**src/rtl/beep_pattern_monitor.sv**
```systemverilog
// beep_pattern_monitor: measures buzzer on/off intervals and validates a beep pattern.
// Define BEEP_MON_DUR_OUT_EN to expose last_on_ticks / last_off_ticks.
module beep_pattern_monitor #(
  parameter int unsigned TICK_CYCLES  = 1_000_000,
  parameter int unsigned ON_MIN       = 40,
  parameter int unsigned ON_MAX       = 110,
  parameter int unsigned OFF_MIN      = 40,
  parameter int unsigned OFF_MAX      = 110,
  parameter int unsigned IDLE_TIMEOUT = 200,
  parameter int unsigned EXP_BEEPS    = 3
) (
  input  logic       clk,
  input  logic       rst,
  input  logic       arm,
  input  logic       buzzer_in,
  output logic       busy,
  output logic       done,
  output logic       pattern_ok,
  output logic [3:0] beep_count,
  output logic [1:0] err_code
`ifdef BEEP_MON_DUR_OUT_EN
  ,
  output logic [15:0] last_on_ticks,
  output logic [15:0] last_off_ticks
`endif
);

  localparam int unsigned PW =
    (TICK_CYCLES > 1) ? $clog2(TICK_CYCLES) : 1;
  localparam logic [PW-1:0] PRE_TERM = PW'(TICK_CYCLES - 1);
  localparam logic [PW-1:0] PRE_ONE =
    (TICK_CYCLES > 1) ? PW'(1) : PW'(0);

  localparam logic [15:0] ON_MIN_T  = 16'(ON_MIN);
  localparam logic [15:0] ON_MAX_T  = 16'(ON_MAX);
  localparam logic [15:0] OFF_MIN_T = 16'(OFF_MIN);
  localparam logic [15:0] OFF_MAX_T = 16'(OFF_MAX);
  localparam logic [15:0] TO_T      = 16'(IDLE_TIMEOUT);
  localparam logic [3:0]  EXP_T     = 4'(EXP_BEEPS);

  typedef enum logic [2:0] {
    S_IDLE,
    S_WAIT_ON,
    S_MEAS_ON,
    S_MEAS_OFF,
    S_REPORT
  } state_t;

  state_t state_q;
  state_t state_d;

  logic          s1, s2, s3;
  logic          rise_q, fall_q;
  logic          any_edge;
  logic          arm_acc;
  logic          tick;
  logic [PW-1:0] pre_q;
  logic [15:0]   dur_q;
  logic          on_ok, off_ok, on_long, to_hit;
  logic [1:0]    err_d;
  logic          beep_inc;
  logic          enter_rep;

  always_ff @(posedge clk) begin
    if (rst) begin
      s1     <= 1'b0;
      s2     <= 1'b0;
      s3     <= 1'b0;
      rise_q <= 1'b0;
      fall_q <= 1'b0;
    end else begin
      s1     <= buzzer_in;
      s2     <= s1;
      s3     <= s2;
      rise_q <= s2 & ~s3;
      fall_q <= ~s2 & s3;
    end
  end

  assign any_edge = rise_q | fall_q;
  assign arm_acc  = (state_q == S_IDLE) & arm;
  assign tick     = (pre_q == PRE_TERM) & ~any_edge;

  // The restart cycle itself is count 0, so the next cycle holds 1.
  always_ff @(posedge clk) begin
    if (rst) begin
      pre_q <= '0;
      dur_q <= '0;
    end else if (any_edge || arm_acc) begin
      pre_q <= PRE_ONE;
      dur_q <= '0;
    end else begin
      pre_q <= tick ? '0 : pre_q + PW'(1);
      if (tick && dur_q != 16'hFFFF)
        dur_q <= dur_q + 16'd1;
    end
  end

  assign on_ok   = (dur_q >= ON_MIN_T) && (dur_q <= ON_MAX_T);
  assign off_ok  = (dur_q >= OFF_MIN_T) && (dur_q <= OFF_MAX_T);
  assign on_long = dur_q > ON_MAX_T;
  assign to_hit  = dur_q >= TO_T;

  always_ff @(posedge clk) begin
    if (rst) state_q <= S_IDLE;
    else     state_q <= state_d;
  end

  always_comb begin
    state_d  = state_q;
    err_d    = err_code;
    beep_inc = 1'b0;
    unique case (state_q)
      S_IDLE: begin
        if (arm) state_d = S_WAIT_ON;
      end
      S_WAIT_ON: begin
        if (rise_q) begin
          state_d = S_MEAS_ON;
        end else if (to_hit) begin
          err_d   = 2'd3;
          state_d = S_REPORT;
        end
      end
      S_MEAS_ON: begin
        if (fall_q) begin
          if (!on_ok) begin
            err_d   = 2'd1;
            state_d = S_REPORT;
          end else if (beep_count == EXP_T) begin
            err_d   = 2'd3;
            state_d = S_REPORT;
          end else begin
            beep_inc = 1'b1;
            state_d  = S_MEAS_OFF;
          end
        end else if (on_long) begin
          err_d   = 2'd1;
          state_d = S_REPORT;
        end
      end
      S_MEAS_OFF: begin
        if (rise_q) begin
          if (off_ok) begin
            state_d = S_MEAS_ON;
          end else begin
            err_d   = 2'd2;
            state_d = S_REPORT;
          end
        end else if (to_hit) begin
          err_d   = (beep_count == EXP_T) ? 2'd0 : 2'd3;
          state_d = S_REPORT;
        end
      end
      S_REPORT: state_d = S_IDLE;
      default:  state_d = S_IDLE;
    endcase
  end

  assign enter_rep = (state_d == S_REPORT) && (state_q != S_REPORT);

  always_ff @(posedge clk) begin
    if (rst) begin
      beep_count <= '0;
      err_code   <= '0;
      pattern_ok <= 1'b0;
    end else if (arm_acc) begin
      beep_count <= '0;
      err_code   <= '0;
      pattern_ok <= 1'b0;
    end else begin
      if (beep_inc && beep_count != 4'hF)
        beep_count <= beep_count + 4'd1;
      if (enter_rep) begin
        err_code   <= err_d;
        pattern_ok <= (err_d == 2'd0);
      end
    end
  end

`ifdef BEEP_MON_DUR_OUT_EN
  always_ff @(posedge clk) begin
    if (rst || arm_acc) begin
      last_on_ticks  <= '0;
      last_off_ticks <= '0;
    end else begin
      if (state_q == S_MEAS_ON && fall_q)
        last_on_ticks <= dur_q;
      if (state_q == S_MEAS_OFF) begin
        if (rise_q)      last_off_ticks <= dur_q;
        else if (to_hit) last_off_ticks <= TO_T;
      end
    end
  end
`endif

  always_comb begin
    busy = 1'b0;
    done = 1'b0;
    unique case (state_q)
      S_WAIT_ON,
      S_MEAS_ON,
      S_MEAS_OFF: busy = 1'b1;
      S_REPORT:   done = 1'b1;
      default:    busy = 1'b0;
    endcase
  end

endmodule

```
**config.mk**
```make
export PLATFORM = sky130hd
export DESIGN_NAME = beep_pattern_monitor
export DESIGN_NICKNAME = d
export VERILOG_FILES = /design/src/rtl/beep_pattern_monitor.sv
export SDC_FILE = /design/constraint.sdc
export NUM_CORES = 1
export LEC_CHECK = 0
export ABC_AREA = 1
export BUFFER_PORTS_ARGS = -buffer_cell sky130_fd_sc_hd__buf_2
export CAP_MARGIN = 20
export CORE_UTILIZATION = 45
export CTS_BUF_LIST = sky130_fd_sc_hd__clkbuf_8
export DETAILED_ROUTE_END_ITERATION = 8
export PLACE_DENSITY = 0.66
export SYNTH_ARGS = -nofsm -noshare
export SYNTH_HDL_FRONTEND = slang
export SYNTH_SLANG_ARGS = --single-unit
```
**constraint.sdc**
```tcl
create_clock -name clk -period 3.5 [get_ports clk]
set_clock_uncertainty 0.2 [all_clocks]
set_input_delay 1.05 -clock clk [delete_from_list [all_inputs] [get_ports clk]]
set_output_delay 1.05 -clock clk [all_outputs]
set_load 0.01 [all_outputs]
```
==> results.md <==
- Global-route met2 utilization: 0.3048
- DPL Wire Length: 4503 µm
- Hold WS: around 0.21 ns
- Fin crit share: 0.6986
- Die Height: a little over 80 µm
- Max-slew violation count: 0
- Critical path's top delay family: flip-flops
- Simple-gate portion of the synthesized area: 0.4075
- Post-synthesis cell area: about 3000 µm²
- Routability cong.: approximately 0.86
- Resized cells post-CTS: 0
- Mux contribution to synthesized area: 0
- FFs w/ async S/R, synth: 0
- CP max stage delay: around 0.46 ns
- Met3 Resource Use GR: 0.03280
- Most frequent cells in the layout: 96 x nand2_1, 66 x nor2_1, 51 x dfxtp_1, 50 x inv_1, 29 x nand3_1
- Clock slew at reported path FFs: roughly 0.10 ns
- DRC: 0
- Number of synthesized flops with an enable pin: 0
- Total gr overflow: 0
- Clock buffer depth: 2
- Slowest CP cell: dfxtp_1
- Mapped Cells: around 430
- Multi-input logic area: approximately 1700 µm²
- Vias in the first global route: around 2400
- Crit start category: flop
- Global Route met1 Usage: 0.2525
- Number of buffers added on ports: 12
- Commonest non-fill, non-tap cell in the layout: nand2_1
- Max_cap viols: 0
- Distinct cells, synth: 34
- Flop-to-flop setup slack: 1.21 ns
- GR peak layer: met2
- Starting Density: 0.4656
- Worst setup EP type: output port
- Post-CTS Setup Bufs: 0
- Critical Path RT: 2.25 ns
- Pre-antenna DRT Iters: 4
- Critical Path Fanout Max: 6
- Global-route wire length before repair: between 10000 and 15000 µm
- Initial antenna violation count: 0
- Post-Syn Nets: ~440
- Avg Cell Area, Syn: between 6 and 7 µm²
- Chip width: between 80 and 90 µm
- Total number of vias: roughly 2600
- Warnings, synthesis: 0
- DR iter-0 viols: about 90
- Final Util: 0.4985
- CTS Hold Bufs: 0
- Worst setup path class: reg2out
- Area grow syn2layout: 7.067%
- Ys flop type: dfxtp_1
- Power Density: 317.8 nW/µm²
- Worst-path cell chain: nor2_1 > nor2_1 > buf_2
- Top-Level Pins: 13
- Setup Viol. Count Final: 0
- Most used cell, CP: nor2_1
- CTS tree: built
- Setup Slack @ Placement: around 0.94 ns
- Inserted Clock Buffers: 5
- Critical Path AT: about 1.2 ns
- Avg Vias per Cell: about 5
- Unrepaired setup endpoints after global routing: no
- Slew margin rel.: 0.5491
- Die area: 6898 µm²
- Largest net degree at the start of global routing: 20
- Peak VDD IR: approximately 240 µV
- Status: completed
- Nets: 448
- Share of cells above drive strength 1: 0.1497
- Setup ws final: ~1.1 ns
- Rows: 29
- Fraction of the mapped netlist area in compound gates: 0.07956
- Post-Route WL: between 5000 and 6000 µm
- CTS Sinks: 51
- Core ar.: 6350 µm²
- Final hold violation count: 0
- Ant diodes: 0
- Post-route antenna net violation count: 0
- GRT Resource Usage Total: 0.1871
- Maximum clock frequency: slightly above 400 MHz
- Synth Area in XOR/XNOR: 0.06813
- Setup TNS: 0 ns
- Routed length per instance: around 12 µm
- Worst skew pair latency: between 0.3 and 0.4 ns
- H-tree depth: 2
- Clock root cell: clkbuf_8
- Synth Area in Adders: 0.01693
- Min-Delay Path Class: reg2reg
- Final Critical Period: around 2.4 ns
- FF/Latch Area: ~1000 µm²
- Post-synthesis sequential area ratio: 0.3453
- Leakage: ~1.2 nW
- Largest family of logic cells by synthesized area: simple AND/OR/NAND/NOR gates
- WP buf/inv: 1
- Layout filler cell count: approximately 640
- Number of synthesized register bits: 51
- Worst-margin pin slew: 0.6756 ns
path summary, 6_finish.rpt:
kind | start | to | depth (start not counted)
setup / recovery | state_q[0] | busy | 3
setup reg to reg | dur_q[0] | dur_q[2] | 8
hold reg to reg | s1 | s2 | 2
hold / removal | s1 | s2 | 2
layer usage:
metal,part of all wire,vias up
met5,0,-
met2,0.44,44
met4,0.0069,0
met3,0.036,4
li1,-,1395
met1,0.52,1163
sequential cells by signal, indices dropped and copies added, names as in the netlist:
signal and cells:
pre_q 20, dur_q 16, beep_count 4, state_q 3
err_code 2, fall_q 1, pattern_ok 1, rise_q 1
s1 1, s2 1, s3 1
through the flow:
stage / power (mW) / std cells / area [µm²]
finish: 1.006 / 518 / 3166
global route: 1.044 / 518 / 3166
CTS: 1.021 / 518 / 3166
detailed placement: 0.6563 / 510 / 3073
global placement: 0.6548 / 510 / 3073
floorplan: 0.6426 / 428 / 2957
synth_stat cells (all sizes together) (2+ instances only):
cell type	number	area, µm²
nand3	36	215.2
o21ai	9	45.04
nor2	76	325.3
xnor2	10	87.58
dfxtp	51	1021
nor4	5	31.28
buf	6	36.28
ha	4	50.05
nor3	12	70.07
inv	53	198.9
nand2	103	409.2
nand3b	2	27.53
xor2	13	113.9
a21oi	26	167.7
or2	3	18.77
nand4	10	62.56
nor3b	4	45.05
final cells by class:
class | instances | share of cell area
multi-input combinational | 316 | 0.5344
sequential | 51 | 0.3225
inverter | 54 | 0.06443
tap | 77 | 0.03043
clock buffer | 5 | 0.02174
timing repair buffer | 12 | 0.01897
clock inverter | 3 | 0.007510
tightest hold or removal path: cells and delay by family (launching register included):
family / cells / cell delay [ns]
flip-flops: 1 / 0.31
AND/OR/NAND/NOR: 1 / 0.03
buffers and inverters: 1 / 0.04
cells by family (layout without fill, tap and decap cells):
| group | count (synthesis) | after routing |
|---|---|---|
| fa+ha+maj | 4 | 4 |
| simple gates | 251 | 251 |
| compound gates | 38 | 38 |
| buf+inv | 61 | 74 |
| xor+xnor | 23 | 23 |
| flops | 51 | 51 |
report_power, final:
group	switching (mW)	internal [mW]
sequential	0.00635	0.586
clock	0.219	0.145
combinational	0.0355	0.0147
(Power assumes the default switching activity.)
